$ cat config.mk
export PLATFORM = sky130hd
export DESIGN_NAME = bsg_arb_mux_one_hot_rr
export DESIGN_NICKNAME = d
export VERILOG_FILES = /design/src/rtl/bsg_mux_one_hot.sv /design/src/rtl/bsg_arb_mux_one_hot_rr.sv
export SDC_FILE = /design/constraint.sdc
export NUM_CORES = 1
export LEC_CHECK = 0
export BUFFER_PORTS_ARGS = -buffer_cell sky130_fd_sc_hd__buf_2
export CAP_MARGIN = 30
export CORE_AREA = 2 2 88 175
export CTS_CLUSTER_SIZE = 24
export DETAILED_ROUTE_END_ITERATION = 8
export DIE_AREA = 0 0 90 177
export PLACE_DENSITY = 0.6
export SETUP_SLACK_MARGIN = 0.15
export SLEW_MARGIN = 15
export SYNTH_ARGS = -nofsm -noshare
export SYNTH_HDL_FRONTEND = slang
export SYNTH_SLANG_ARGS = --single-unit
$ cat constraint.sdc
create_clock -name clk_i -period 4.9 [get_ports clk_i]
set_input_delay 0.98 -clock clk_i [delete_from_list [all_inputs] [get_ports clk_i]]
set_output_delay 0.98 -clock clk_i [all_outputs]
set_load 0.01 [all_outputs]
$ cat src/rtl/bsg_mux_one_hot.sv
// One-hot AND-OR mux: each input slice is gated by its select bit and the
// results are ORed together. A zero select yields zero.
module bsg_mux_one_hot #(
  parameter int width_p = 62,
  parameter int els_p   = 2
) (
  input  logic [els_p*width_p-1:0] data_i,
  input  logic [els_p-1:0]         sel_one_hot_i,
  output logic [width_p-1:0]       data_o
);

  always_comb begin
    data_o = '0;
    for (int k = 0; k < els_p; k++) begin
      data_o = data_o | (data_i[k*width_p +: width_p] & {width_p{sel_one_hot_i[k]}});
    end
  end

endmodule

$ cat src/rtl/bsg_arb_mux_one_hot_rr.sv
// Packet-aware round-robin arbiter driving a shared one-hot mux into a
// one-entry registered output stage (v_o/yumi_i).
//
// state  | meaning
// -------+-----------------------------------------------------------
// IDLE   | no packet in flight; grant by round-robin after ptr_q
// LOCKED | mid-packet; only lock_id_q may transfer until its last beat
module bsg_arb_mux_one_hot_rr #(
  parameter int width_p = 62,
  parameter int els_p   = 2
) (
  input  logic                     clk_i,
  input  logic                     reset_i,
  input  logic [els_p-1:0]         v_i,
  input  logic [els_p*width_p-1:0] data_i,
  input  logic [els_p-1:0]         last_i,
  output logic [els_p-1:0]         ready_o,
  output logic                     v_o,
  output logic [width_p-1:0]       data_o,
  output logic                     last_o,
  input  logic                     yumi_i,
  output logic [els_p-1:0]         sel_one_hot_o,
  output logic                     lock_o
);

  localparam int id_w = $clog2(els_p);

  typedef enum logic {IDLE, LOCKED} state_e;

  state_e            state_q, state_n;
  logic [id_w-1:0]   lock_id_q, lock_id_n;
  logic [id_w-1:0]   ptr_q, ptr_n;
  logic [els_p-1:0]  grant;
  logic [id_w-1:0]   grant_id;
  logic [id_w-1:0]   scan_id;
  logic              found;
  logic              enq_ok;
  logic              accept;
  logic              last_sel;
  logic [width_p-1:0] muxed;

  // Grant is purely combinational from v_i and the arbiter state.
  always_comb begin
    grant   = '0;
    found   = 1'b0;
    scan_id = '0;
    if (state_q == LOCKED) begin
      for (int k = 0; k < els_p; k++) begin
        grant[k] = v_i[k] & (lock_id_q == id_w'(k));
      end
    end else begin
      for (int i = 1; i <= els_p; i++) begin
        scan_id = id_w'((int'(ptr_q) + i) % els_p);
        if (!found && v_i[scan_id]) begin
          grant[scan_id] = 1'b1;
          found          = 1'b1;
        end
      end
    end
  end

  always_comb begin
    grant_id = '0;
    for (int k = 0; k < els_p; k++) begin
      if (grant[k]) grant_id = id_w'(k);
    end
  end

  assign enq_ok        = ~v_o | yumi_i;
  assign ready_o       = grant & {els_p{enq_ok}};
  assign accept        = |(v_i & ready_o);
  assign last_sel      = |(last_i & grant);
  assign sel_one_hot_o = grant;

  bsg_mux_one_hot #(
    .width_p(width_p),
    .els_p  (els_p)
  ) mux (
    .data_i       (data_i),
    .sel_one_hot_i(grant),
    .data_o       (muxed)
  );

  always_ff @(posedge clk_i or posedge reset_i) begin
    if (reset_i) begin
      state_q   <= IDLE;
      lock_id_q <= '0;
      ptr_q     <= id_w'(els_p - 1);
    end else begin
      state_q   <= state_n;
      lock_id_q <= lock_id_n;
      ptr_q     <= ptr_n;
    end
  end

  // The pointer only moves at packet end so a whole packet is one turn.
  always_comb begin
    state_n   = state_q;
    lock_id_n = lock_id_q;
    ptr_n     = ptr_q;
    if (accept) begin
      case (state_q)
        IDLE: begin
          if (last_sel) begin
            ptr_n = grant_id;
          end else begin
            state_n   = LOCKED;
            lock_id_n = grant_id;
          end
        end
        LOCKED: begin
          if (last_sel) begin
            state_n = IDLE;
            ptr_n   = lock_id_q;
          end
        end
        default: state_n = IDLE;
      endcase
    end
  end

  always_comb begin
    lock_o = (state_q == LOCKED);
  end

  always_ff @(posedge clk_i or posedge reset_i) begin
    if (reset_i) begin
      v_o    <= 1'b0;
      data_o <= '0;
      last_o <= 1'b0;
    end else if (accept) begin
      v_o    <= 1'b1;
      data_o <= muxed;
      last_o <= last_sel;
    end else if (yumi_i) begin
      v_o <= 1'b0;
    end
  end

  yumi_only_when_valid: assert property (@(posedge clk_i) disable iff (reset_i) !(yumi_i && !v_o));
  grant_zero_or_one_hot: assert property (@(posedge clk_i) disable iff (reset_i) $onehot0(grant));

endmodule

-- Word-level counts from Yosys, hierarchy flattened
Cells that the tools add are included.
- register bits: 67
- output and inout port bits: 69
- bits of input ports: 131
- word-level logic and storage cells: 58
- mux-type cells: 21
- reduce and logical (&&, ||, !) cells: 9
- magnitude comparators: 4
- equality and inequality tests: 2
- $add $sub $neg: 2
- bitwise operators: 14
- operator list (cell ; count):
    $and A62 B62 Y62 ; 2
    $or A62 B62 Y62 ; 1
    $mux W1 ; 14
    $mux W2 ; 4
    $and A2 B2 Y2 ; 3
    $reduce_and A3 Y1 ; 2
    $lt A1 B2 Y1 const B ; 2
    $not A1 Y1 ; 4
    $reduce_or A2 Y1 ; 2
    $logic_and A1 B1 Y1 ; 3
    $add A1 B1 Y1 const B ; 2
    $and A1 B1 Y1 ; 2
    $demux W1 S1 ; 2
    $ge A1 B1 Y1 const B ; 2
    $ne A2 B1 Y1 const B ; 1
    $ne A2 B2 Y1 const B ; 1
    $or A2 B2 Y2 ; 1
    $pmux W1 S2 ; 1
    $reduce_bool A2 Y1 ; 1
    $logic_not A1 Y1 ; 1
    $or A1 B1 Y1 ; 1

-- Depth between registers and ports, before layout
Gate-level depths: netlist of run 1.
- word-level depth: 14
- mapped depth: 5
- depth with buffers taken out: 4

-- Hierarchy
A second synthesis of run 1 with hierarchy kept.
- cells, all modules: 244
- area, all modules: 3438.3 um^2
- modules (own cells, without submodules) (module ; instances ; sequential area each (um^2) ; cells an instance ; area each (um^2)):
    bsg_arb_mux_one_hot_rr ; 1 ; 1677.9 ; 168 ; 2737.6
    bsg_mux_one_hot ; 1 ; 0.0 ; 76 ; 700.7

-- Worst setup path after synthesis of run 1
Ideal clock, no wire load.
- path type: input to output
- start point: in yumi_i
- end point: out ready_o[1]
- data arrival time: 1.716 ns
- buffers on the path: 2
- stages on the path: 5
- path slack: 2.204 ns
- data required time: 3.920 ns
- cell sequence: nand2b_1 -> o2111ai_1 -> buf_4 -> buf_2 -> inv_1
- word-level cells in the longest chain between the ends: 2
- RTL lines (what ; RTL line ; RTL):
    start: declaration ; bsg_arb_mux_one_hot_rr.sv:21 ; input logic yumi_i,
    $or A1 B1 Y1 ; bsg_arb_mux_one_hot_rr.sv:69 ; assign enq_ok = ~v_o | yumi_i;
    $and A2 B2 Y2 ; bsg_arb_mux_one_hot_rr.sv:70 ; assign ready_o = grant & {els_p{enq_ok}};
    end: declaration ; bsg_arb_mux_one_hot_rr.sv:17 ; output logic [els_p-1:0] ready_o,
Every way passes these cells.

-- Worst setup path in the final report of run 1
- start point: in v_i[1]
- end point: out sel_one_hot_o[0]
- word-level cells in the longest chain between the ends: 8
- elaborated cells on any way between the ends: 13
- classes of those cells: 10 x mux; 1 x bitwise; 2 x reduce/logical
- RTL lines (what ; RTL line ; RTL):
    start: declaration ; bsg_arb_mux_one_hot_rr.sv:14 ; input logic [els_p-1:0] v_i,
    $mux W1 (implied by the code) (2 in a row) ; bsg_arb_mux_one_hot_rr.sv:54 ; if (!found && v_i[scan_id]) begin
    $mux W1 ; bsg_arb_mux_one_hot_rr.sv:54 ;
    $mux W1 ; bsg_arb_mux_one_hot_rr.sv:47 ; if (state_q == LOCKED) begin
    $logic_not A1 Y1 ; bsg_arb_mux_one_hot_rr.sv:54 ;
    $logic_and A1 B1 Y1 ; bsg_arb_mux_one_hot_rr.sv:54 ;
    $mux W2 * ; bsg_arb_mux_one_hot_rr.sv:54 ;
    $mux W2 * ; bsg_arb_mux_one_hot_rr.sv:47 ;
    end: declaration ; bsg_arb_mux_one_hot_rr.sv:22 ; output logic [els_p-1:0] sel_one_hot_o,
Mark *: on every way between the ends. The rest lies on a longest branch, timed or not. The select of a mux whose other input is x is not followed.

==> results of run 1 <==
-- where the power goes --
| part | internal [mW] | switching [mW] |
|---|---|---|
| Combinational | 0.531 | 0.745 |
| Sequential | 0.836 | 0.168 |
| Clock | 0.449 | 0.255 |
-- worst max-delay path, cell delays in order --
cell and delay (ns):
buf_2 0.15, or3b_2 0.57, buf_4 0.37, and2_1 0.26, buf_2 0.13
-- worst paths after layout --
check | start | to | slack, ns | cells after the start
min reg2reg | ptr_q$_DFFE_PP1P_ | ptr_q$_DFFE_PP1P_ | 0.52 | 1
max reg2reg | lock_o$_DFFE_PP0P_ | data_o[16]$_DFFE_PP0P_ | 2.11 | 4
min | ptr_q$_DFFE_PP1P_ | ptr_q$_DFFE_PP1P_ | 0.52 | 1
max | v_i[1] | sel_one_hot_o[0] | 1.45 | 5
min in group asynchronous | reset_i | data_o[56]$_DFFE_PP0P_ | 0.70 | 2
max in group asynchronous | reset_i | ptr_q$_DFFE_PP1P_ | 3.25 | 4
-- logic make-up (layout without fill, tap and decap cells) --
logic type             after synthesis  after routing  synth area share
DFF                                 67             67            0.4687
other                                0              1                 0
and+or+nand+nor                     74             74            0.1279
buffers and inverters              165            351            0.2055
AOI/OAI and AO/OA                   73             73            0.1978
-- cells in the mapped netlist --
library cell and count:
inv_1 129, dfrtp_1 66, nand4_1 63, o221ai_1 53, buf_6 11, o221ai_2 10
buf_1 8, buf_4 7, buf_2 6, clkbuf_1 4, nand2b_1 3, nor2_1 2
o221a_2 2, a2111oi_0 1, a211oi_1 1, a21bo_2 1, a21boi_2 1, a2bb2oi_1 1
and2_1 1, and3_1 1, dfstp_2 1, nand2_1 1, nor2b_1 1, o2111ai_1 1
o211ai_1 1, o2bb2ai_1 1, or3_1 1, or3b_1 1
-- stage by stage --
stage               hold slack (ns)  worst slack, ns  area (µm²)
floorplan                    0.4750            2.204        3580
global placement             0.4926            1.465        4641
detailed placement           0.5142            1.460        4641
CTS                          0.5186            1.460        4969
global route                 0.5276            1.385        4996
finish                       0.5168            1.451        4999
-- flip-flops by register name (all words and copies together), names as in the netlist --
name / flops
v_o: 1
lock_o: 1
ptr_q: 1
lock_id_q: 1
data_o: 62
last_o: 1
-- cell type report --
| type | instances | share of cell area |
|---|---|---|
| inverter | 129 | 0.09687 |
| clock buffer | 9 | 0.04506 |
| multi-input combinational | 147 | 0.2388 |
| antenna | 1 | 0.0005006 |
| tap | 195 | 0.04881 |
| sequential | 67 | 0.3357 |
| timing repair buffer | 206 | 0.2138 |
| clock inverter | 7 | 0.02053 |
-- metal layers --
metal | routed length (µm) | GRT usage
met5 | 0 | 0
met1 | 4992 | 0.1778
met4 | 178 | 0.05064
met3 | 1193 | 0.04685
met2 | 4882 | 0.2133
==> impl_metrics.py, run 1 <==
metrics = {
    "finish": {
        "multi_input_area_um2": 1194,
        "layout_common_cells": "buf_2, inv_1, dfrtp_1",
        "final_cells": 761,
        "nets": 691,
        "fin_util": 0.3409,
        "final_common_cell": "buf_2",
        "fillCellCount": 1570,
        "seq_area_um2": 1678,
        "drive_gt1_frac": 0.4265,
        "area_growth_pct": 39.64,
    },
    "routing": {
        "viasPerCell": 4.647,
        "detail_route.iter0.violations": 160,
        "wl_mm": 11.25,
        "first_pass_iters": 4,
        "detail_route.drc_violations": 0,
        "wire_per_inst_um": 14.78,
        "vias": 3536,
        "final_antenna_net_count": 0,
    },
    "clock_tree": {
        "cts_buffers": 9,
        "clock_path_buffers": 2,
        "clk-insertion-delay-late_ns": 0.33,
        "ctsHoldBuffers": 0,
        "post_cts_buffers": 0,
        "cts.clk_slew.worst_paths_ns": 0.06,
        "cts-resized-gates": 0,
        "cts_max_level": 3,
        "cts_tree": "built",
        "cts.sinks": 67,
        "cts_root_buffer": "clkbuf_16",
    },
    "global_route": {
        "grt_pass1_wl_mm": 17.60,
        "antenna_found_initial": 2,
        "grt_max_degree": 66,
        "track_usage": 0.1376,
        "grt_pass1_vias": 3366,
        "grt_overflow": 0,
    },
    "synthesis": {
        "synth_warnings": 0,
        "yosys.area.top_type_share": 0.4614,
        "postSynthCellCount": 379,
        "synth.cell_area_um2": 3580,
        "seq_area_frac_synth": 0.4687,
        "synth-seq-cells": 67,
        "ys_types": 28,
        "avgSynthCellArea_um2": 9.445,
        "synth_area_leaders": "dfrtp_1, inv_1, o221ai_1, nand4_1, o221ai_2",
        "synthesis.nets": 510,
        "yosys.area.top_type": "dfrtp_1",
    },
    "critical_path": {
        "worstPathMaxFanout": 55,
        "cp.arrival_ns": 2.47,
        "end_kind": "output port",
        "cp-start-kind": "input port",
        "required_ns": 3.92,
        "critPathKind": "input port to output port",
    },
    "die": {
        "fp.dieArea_um2": 15930,
        "die_h_um": 177,
        "core_area_um2": 14660,
        "die_x_um": 90,
        "ioPinCount": 200,
        "initial_core_util": 0.2442,
        "num_rows": 63,
    },
    "place": {
        "dp_cells": 743,
        "port_buffers": 199,
        "gp_congestion": 0.7630,
        "dpl.hpwl_mm": 7.994,
    },
    "power": {
        "power.density_nw_per_um2": 596.9,
        "p_leak_nw": 2.699,
        "p_total_mw": 2.983,
        "ir_worst_vdd_uv": 303.0,
    },
    "timing": {
        "period_share": 0.7039,
        "rsz0062_at_grt": "false",
        "drv_slew": 0,
        "tightest_slew_ns": 0.8116,
        "setup-violations-final": 0,
        "fin_setup_tns_ns": 0,
        "hold_viol": 0,
        "fmax_mhz": 289.9,
        "fin_crit_ns": 3.449,
        "max_slew_margin": 0.4589,
        "fin_skew_ns": 0.005754,
    },
    "job": {
        "drv_cap": 0,
    },
    "hold_path": {
        "hold_class": "flip-flop to flip-flop",
    },
    "run_status": {
        "status": "complete, no violations",
    },
}
Note: power is estimated with default switching activity, not from simulation.
==> inputs of run 2 (changes only) <==
--- a/config.mk
+++ b/config.mk
@@ -5,13 +5,14 @@
 export SDC_FILE = /design/constraint.sdc
 export NUM_CORES = 1
 export LEC_CHECK = 0
+export ABC_AREA = 1
 export BUFFER_PORTS_ARGS = -buffer_cell sky130_fd_sc_hd__buf_2
 export CAP_MARGIN = 30
-export CORE_AREA = 2 2 88 175
+export CORE_AREA = 2 2 86 171
 export CTS_CLUSTER_SIZE = 24
 export DETAILED_ROUTE_END_ITERATION = 8
-export DIE_AREA = 0 0 90 177
-export PLACE_DENSITY = 0.6
+export DIE_AREA = 0 0 88 173
+export PLACE_DENSITY = 0.63
 export SETUP_SLACK_MARGIN = 0.15
 export SLEW_MARGIN = 15
 export SYNTH_ARGS = -nofsm -noshare
==> constraint.sdc (replaced) <==
create_clock -name clk_i -period 2.9 [get_ports clk_i]
set_input_delay 0.58 -clock clk_i [delete_from_list [all_inputs] [get_ports clk_i]]
set_output_delay 0.58 -clock clk_i [all_outputs]
set_load 0.01 [all_outputs]
==> run 2 against run 1 <==
  * Clock skew grew 0.0011 ns
  * Die area shrank 4.4%
  * First-iteration DRC count down 32%
  * Cell count grew 17%
==> impl_metrics.py, run 2 <==
metrics = {
    "timing": {
        "fin_setup_tns_ns": 0,
        "hold_viol": 0,
        "tightest_slew_ns": 0.7005,
        "setup-violations-final": 0,
        "fin_skew_ns": 0.006898,
        "fin_crit_ns": 2.228,
        "max_slew_margin": 0.5330,
        "fmax_mhz": 448.8,
        "drv_slew": 0,
        "period_share": 0.7683,
        "setup_slack_ns": 0.6720,
        "rsz0062_at_grt": "false",
    },
    "routing": {
        "detail_route.drc_violations": 0,
        "vias": 3591,
        "wire_per_inst_um": 11.95,
        "final_antenna_net_count": 0,
        "wl_mm": 10.60,
        "detail_route.iter0.violations": 109,
        "first_pass_iters": 5,
        "viasPerCell": 4.048,
    },
    "clock_tree": {
        "cts_buffers": 9,
        "ctsHoldBuffers": 0,
        "cts_max_level": 3,
        "clk-insertion-delay-late_ns": 0.32,
        "cts_tree": "built",
        "cts-resized-gates": 0,
        "clock_path_buffers": 2,
        "cts.clk_slew.worst_paths_ns": 0.06,
        "post_cts_buffers": 0,
        "cts_root_buffer": "clkbuf_16",
        "cts.sinks": 67,
    },
    "finish": {
        "area_growth_pct": 41.55,
        "final_common_cell": "nand2_1",
        "nets": 824,
        "diodes": 0,
        "largest_reg_flops": 62,
        "layout_common_cells": "nand2_1, buf_2, dfrtp_1",
        "top_register": "data_o",
        "design_area_um2": 4872,
        "fillCellCount": 1567,
        "drive_gt1_frac": 0.3281,
        "final_cells": 887,
    },
    "critical_path": {
        "cp-start-kind": "flip-flop",
        "path_cells": "nand2_1 > and2_1 > and2_2 > nand2_4 > inv_1 > buf_2",
        "required_ns": 2.32,
        "cp.arrival_ns": 1.65,
        "worstPathMaxFanout": 14,
        "max_stage_delay_ns": 0.44,
        "end_kind": "output port",
        "slowest_stage": "dfrtp_1",
        "critPathKind": "flip-flop to output port",
    },
    "global_route": {
        "grt_pass1_vias": 3479,
        "track_usage": 0.1404,
        "grt_max_degree": 67,
        "grt_pass1_wl_mm": 16.55,
        "antenna_found_initial": 0,
        "grt_overflow": 0,
    },
    "die": {
        "core_area_um2": 13810,
        "initial_core_util": 0.2492,
        "ioPinCount": 200,
        "num_rows": 61,
        "die_x_um": 88,
        "die_h_um": 173,
        "fp.dieArea_um2": 15220,
    },
    "place": {
        "postPlaceCellArea_um2": 4544,
        "pre_cts_slack_ns": 0.5899,
        "dp_cells": 871,
        "port_buffers": 199,
        "gp_congestion": 0.7757,
        "dpl.hpwl_mm": 7.921,
    },
    "synthesis": {
        "synthesis.nets": 636,
        "synth_flop_cell": "dfrtp_1",
        "synth_warnings": 0,
        "yosys.area.top_type_share": 0.4798,
        "yosys.area.top_type": "dfrtp_1",
        "ys_types": 17,
        "synth_common_cells": "nand2_1, dfrtp_1, buf_2",
        "synth_area_leaders": "dfrtp_1, nand2_1, buf_2, buf_8, buf_6",
        "avgSynthCellArea_um2": 6.816,
        "synth-seq-cells": 67,
        "synth-edff-count": 0,
        "synth_most_common_cell": "nand2_1",
        "postSynthCellCount": 505,
        "synth.cell_area_um2": 3442,
        "async_flop_share": 1.000,
        "seq_area_frac_synth": 0.4875,
    },
    "power": {
        "p_total_mw": 4.796,
        "ir_worst_vdd_uv": 369.5,
        "p_leak_nw": 3.063,
        "power.density_nw_per_um2": 984.4,
    },
    "run_status": {
        "status": "complete, no violations",
    },
    "job": {
        "drv_cap": 0,
    },
    "hold_path": {
        "hold_class": "input port to async pin",
    },
}
[run 2: kinds of logic (layout without fill, tap and decap cells)]
group | Yosys count | count (layout) | synth area share
and+or+nand+nor | 400 | 400 | 0.4446
DFF | 67 | 67 | 0.4875
buffers and inverters | 36 | 229 | 0.06507
AOI/OAI and AO/OA | 2 | 2 | 0.002908
[run 2: through the flow]
| step | util | hold WS, ns |
|---|---|---|
| finish | 0.3527 | 0.2553 |
| CTS | 0.3527 | 0.2620 |
| detailed placement | 0.3290 | 0.4528 |
| global placement | 0.3290 | 0.4496 |
| floorplan | - | 0.4411 |
| global route | 0.3527 | 0.2811 |
[run 2: layer usage]
metal	global-route usage	vias up	routed length [µm]
met4	0.05641	0	209
met1	0.1414	1605	4020
li1	-	1874	-
met5	0	-	0
met3	0.02053	9	369
met2	0.2727	103	6001
[run 2: worst paths after layout]
path                            depth (start not counted)                      to  slack (ns)                  start
min in group clk_i                                      2   data_o[1]$_DFFE_PP0P_        0.46  data_o[1]$_DFFE_PP0P_
worst max register to register                          9       ptr_q$_DFFE_PP1P_        0.78     lock_o$_DFFE_PP0P_
worst min register to register                          2   data_o[1]$_DFFE_PP0P_        0.46  data_o[1]$_DFFE_PP0P_
worst min-delay path                                    2  data_o[54]$_DFFE_PP0P_        0.26                reset_i
worst max-delay path                                    6              ready_o[0]        0.67     lock_o$_DFFE_PP0P_
max in group asynchronous                               3       ptr_q$_DFFE_PP1P_        1.91                reset_i
[run 2: final cells by class]
cell class,count,area (µm²),share of cell area
flip-flops and latches,67,1678,0.3444
multi-input cells,402,1541,0.3164
repair buffers,206,1061,0.2178
clock buffers,10,239.0,0.04905
well taps,189,236.5,0.04854
clock inverters,6,88.84,0.01823
inverters,7,27.53,0.005650
[run 2: critical path, delay by kind of cell, from the launching register on]
family,cells,cell delay [ns]
DFF,1,0.44
and+or+nand+nor,4,0.67
buffers and inverters,2,0.21
[run 2: power by group]
part	total (mW)	switching (mW)	internal (mW)	leakage, nW
registers	1.50	0.185	1.32	0.861
logic	2.11	1.38	0.728	2.05
clock network	1.18	0.408	0.776	0.155
total	4.80	1.98	2.82	3.06
==> inputs of run 3 (changes only) <==
--- a/config.mk
+++ b/config.mk
@@ -5,14 +5,14 @@
 export SDC_FILE = /design/constraint.sdc
 export NUM_CORES = 1
 export LEC_CHECK = 0
-export ABC_AREA = 1
+export ABC_AREA = 0
 export BUFFER_PORTS_ARGS = -buffer_cell sky130_fd_sc_hd__buf_2
 export CAP_MARGIN = 30
-export CORE_AREA = 2 2 86 171
+export CORE_AREA = 2 2 88 175
 export CTS_CLUSTER_SIZE = 24
 export DETAILED_ROUTE_END_ITERATION = 8
-export DIE_AREA = 0 0 88 173
-export PLACE_DENSITY = 0.63
+export DIE_AREA = 0 0 90 177
+export PLACE_DENSITY = 0.62
 export SETUP_SLACK_MARGIN = 0.15
 export SLEW_MARGIN = 15
 export SYNTH_ARGS = -nofsm -noshare
==> constraint.sdc (replaced) <==
create_clock -name clk_i -period 1.95 [get_ports clk_i]
set_input_delay 0.39 -clock clk_i [delete_from_list [all_inputs] [get_ports clk_i]]
set_output_delay 0.39 -clock clk_i [all_outputs]
set_load 0.01 [all_outputs]
==> run 3 against run 2 <==
  * Sequential share of layout area fell by 1.7 points
  * Worst hold slack got worse by 0.18 ns
  * Sequential cell count did not move
  * Final area rose by 5.3%
  * First-iteration DRC count rose by 46%
  * Register-to-register slack got worse by 0.55 ns
  * Clock power rose by 26%
  * Non-clock buffer count rose by 13
  * Clock-buffer cell count rose by 4
  * Sequential power rose by 66%
==> impl_metrics.py, run 3 (same netlist as run 1, synthesis figures left out) <==
metrics = {
    "power": {
        "internal_power_mw": 4.597,
        "clkPwrFrac": 0.198,
        "switching_share": 0.3901,
        "p_leak_nw": 2.768,
        "power_frac_comb": 0.472,
        "p_total_mw": 7.537,
        "ir_worst_vdd_uv": 647.2,
        "power.density_nw_per_um2": 1469,
        "sequentialPowerShare": 0.330,
        "switching_power_mw": 2.940,
    },
    "finish": {
        "largest_reg_flops": 62,
        "top_register": "data_o",
        "final_common_cell": "buf_2",
        "fin_util": 0.3499,
        "design_area_um2": 5130,
        "fillCellCount": 1584,
        "layout_common_cells": "buf_2, inv_1, dfrtp_1",
        "nets": 704,
        "drive_gt1_frac": 0.4412,
        "area_growth_pct": 43.31,
    },
    "clock_tree": {
        "cts.clk_slew.worst_paths_ns": 0.05,
        "cts.sinks": 67,
        "clk-insertion-delay-late_ns": 0.32,
        "cts_max_level": 3,
        "ctsHoldBuffers": 0,
        "clock_path_buffers": 2,
        "cts_buffers": 9,
        "cts_root_buffer": "clkbuf_16",
        "cts_tree": "built",
    },
    "global_route": {
        "grt_max_degree": 50,
        "grt_overflow": 0,
        "antenna_found_initial": 0,
        "grt_pass1_vias": 3603,
        "grt_pass1_wl_mm": 18.66,
        "track_usage": 0.1455,
    },
    "critical_path": {
        "end_kind": "output port",
        "required_ns": 1.56,
        "max_stage_delay_ns": 0.41,
        "cp.arrival_ns": 1.43,
        "path_cells": "or3b_4 > and3_4 > buf_6",
        "critical-path-top-delay-family": "simple AND/OR/NAND/NOR gates",
        "slowest_stage": "or3b_4",
        "critPathKind": "flip-flop to output port",
        "worstPathMaxFanout": 4,
        "cp-start-kind": "flip-flop",
        "crit_buf_inv": 1,
    },
    "timing": {
        "fmax_mhz": 548.6,
        "setup-violations-final": 0,
        "fin_skew_ns": 0.003418,
        "hold_viol": 0,
        "drv_slew": 0,
        "period_share": 0.9349,
        "max_slew_margin": 0.6958,
        "tightest_slew_ns": 0.4554,
        "fin_setup_tns_ns": 0,
        "rsz0062_at_grt": "true",
        "fin_crit_ns": 1.823,
    },
    "die": {
        "core_area_um2": 14660,
        "num_rows": 63,
        "ioPinCount": 200,
        "initial_core_util": 0.2442,
        "die_x_um": 90,
        "fp.dieArea_um2": 15930,
        "die_h_um": 177,
    },
    "job": {
        "drv_cap": 0,
    },
    "routing": {
        "viasPerCell": 4.588,
        "wl_mm": 11.44,
        "vias": 3551,
        "detail_route.iter0.violations": 159,
        "first_pass_iters": 4,
        "detail_route.drc_violations": 0,
        "final_antenna_net_count": 0,
        "wire_per_inst_um": 14.78,
    },
    "place": {
        "dpl.hpwl_mm": 8.224,
        "port_buffers": 199,
        "postPlaceCellArea_um2": 4775,
        "gp_congestion": 0.8172,
    },
    "hold_path": {
        "hold_class": "input port to async pin",
    },
    "run_status": {
        "status": "complete, no violations",
    },
}
-- run 3: area by class of cell --
cell class / instances / area, µm² / share of cell area
sequential: 67 / 1678 / 0.3271
timing repair buffer: 219 / 1225 / 0.2388
multi-input combinational: 147 / 1219 / 0.2376
inverter: 129 / 488.0 / 0.09512
clock buffer: 14 / 264.0 / 0.05146
tap: 195 / 244.0 / 0.04756
clock inverter: 2 / 10.01 / 0.001951
antenna: 1 / 2.502 / 0.0004878
-- run 3: what timing repair did --
item                                   4_1_cts  5_1_grt
resized for setup                            6        3
pin swaps                                    4        3
endpoints found under the hold margin        0        0
buffers inserted                             5        0
setup endpoints to repair                    4        5
-- run 3: per-layer routing --
layer	vias up	part of all wire	wire [µm]	GRT usage
met5	-	0	0	0
met4	0	0.012	138	0.04103
met3	9	0.10	1150	0.04259
met2	206	0.46	5213	0.2384
met1	1614	0.43	4938	0.1868
li1	1722	-	-	-
-- run 3: final timing paths --
path | start | to | slack [ns] | depth (start not counted)
worst max register to register | lock_o$_DFFE_PP0P_ | data_o[19]$_DFFE_PP0P_ | 0.23 | 6
min in group clk_i | data_i[46] | data_o[46]$_DFFE_PP0P_ | 0.31 | 3
worst max-delay path | ptr_q$_DFFE_PP1P_ | ready_o[0] | 0.13 | 3
worst min-delay path | reset_i | data_o[1]$_DFFE_PP0P_ | 0.08 | 2
worst min register to register | ptr_q$_DFFE_PP1P_ | ptr_q$_DFFE_PP1P_ | 0.53 | 1
max in group asynchronous | reset_i | data_o[27]$_DFFE_PP0P_ | 1.22 | 3
-- run 3: power by group through the flow --
stage	logic, mW	registers (mW)	clock network (mW)
final	3.56	2.49	1.49
after global routing	3.93	2.58	1.62
after CTS	3.59	2.48	1.56
after detailed placement	3.49	2.49	0
after global placement	3.45	2.47	0
after floorplan	1.83	2.80	0
-- run 3: per-stage QoR --
step	hold slack [ns]	std cells	setup WS [ns]
after floorplan	0.4750	379	0.3005
after global placement	0.4382	752	0.1210
after detailed placement	0.4267	752	0.09831
after CTS	0.07315	773	0.1045
after global routing	0.09348	773	0.02204
final	0.07809	774	0.1270
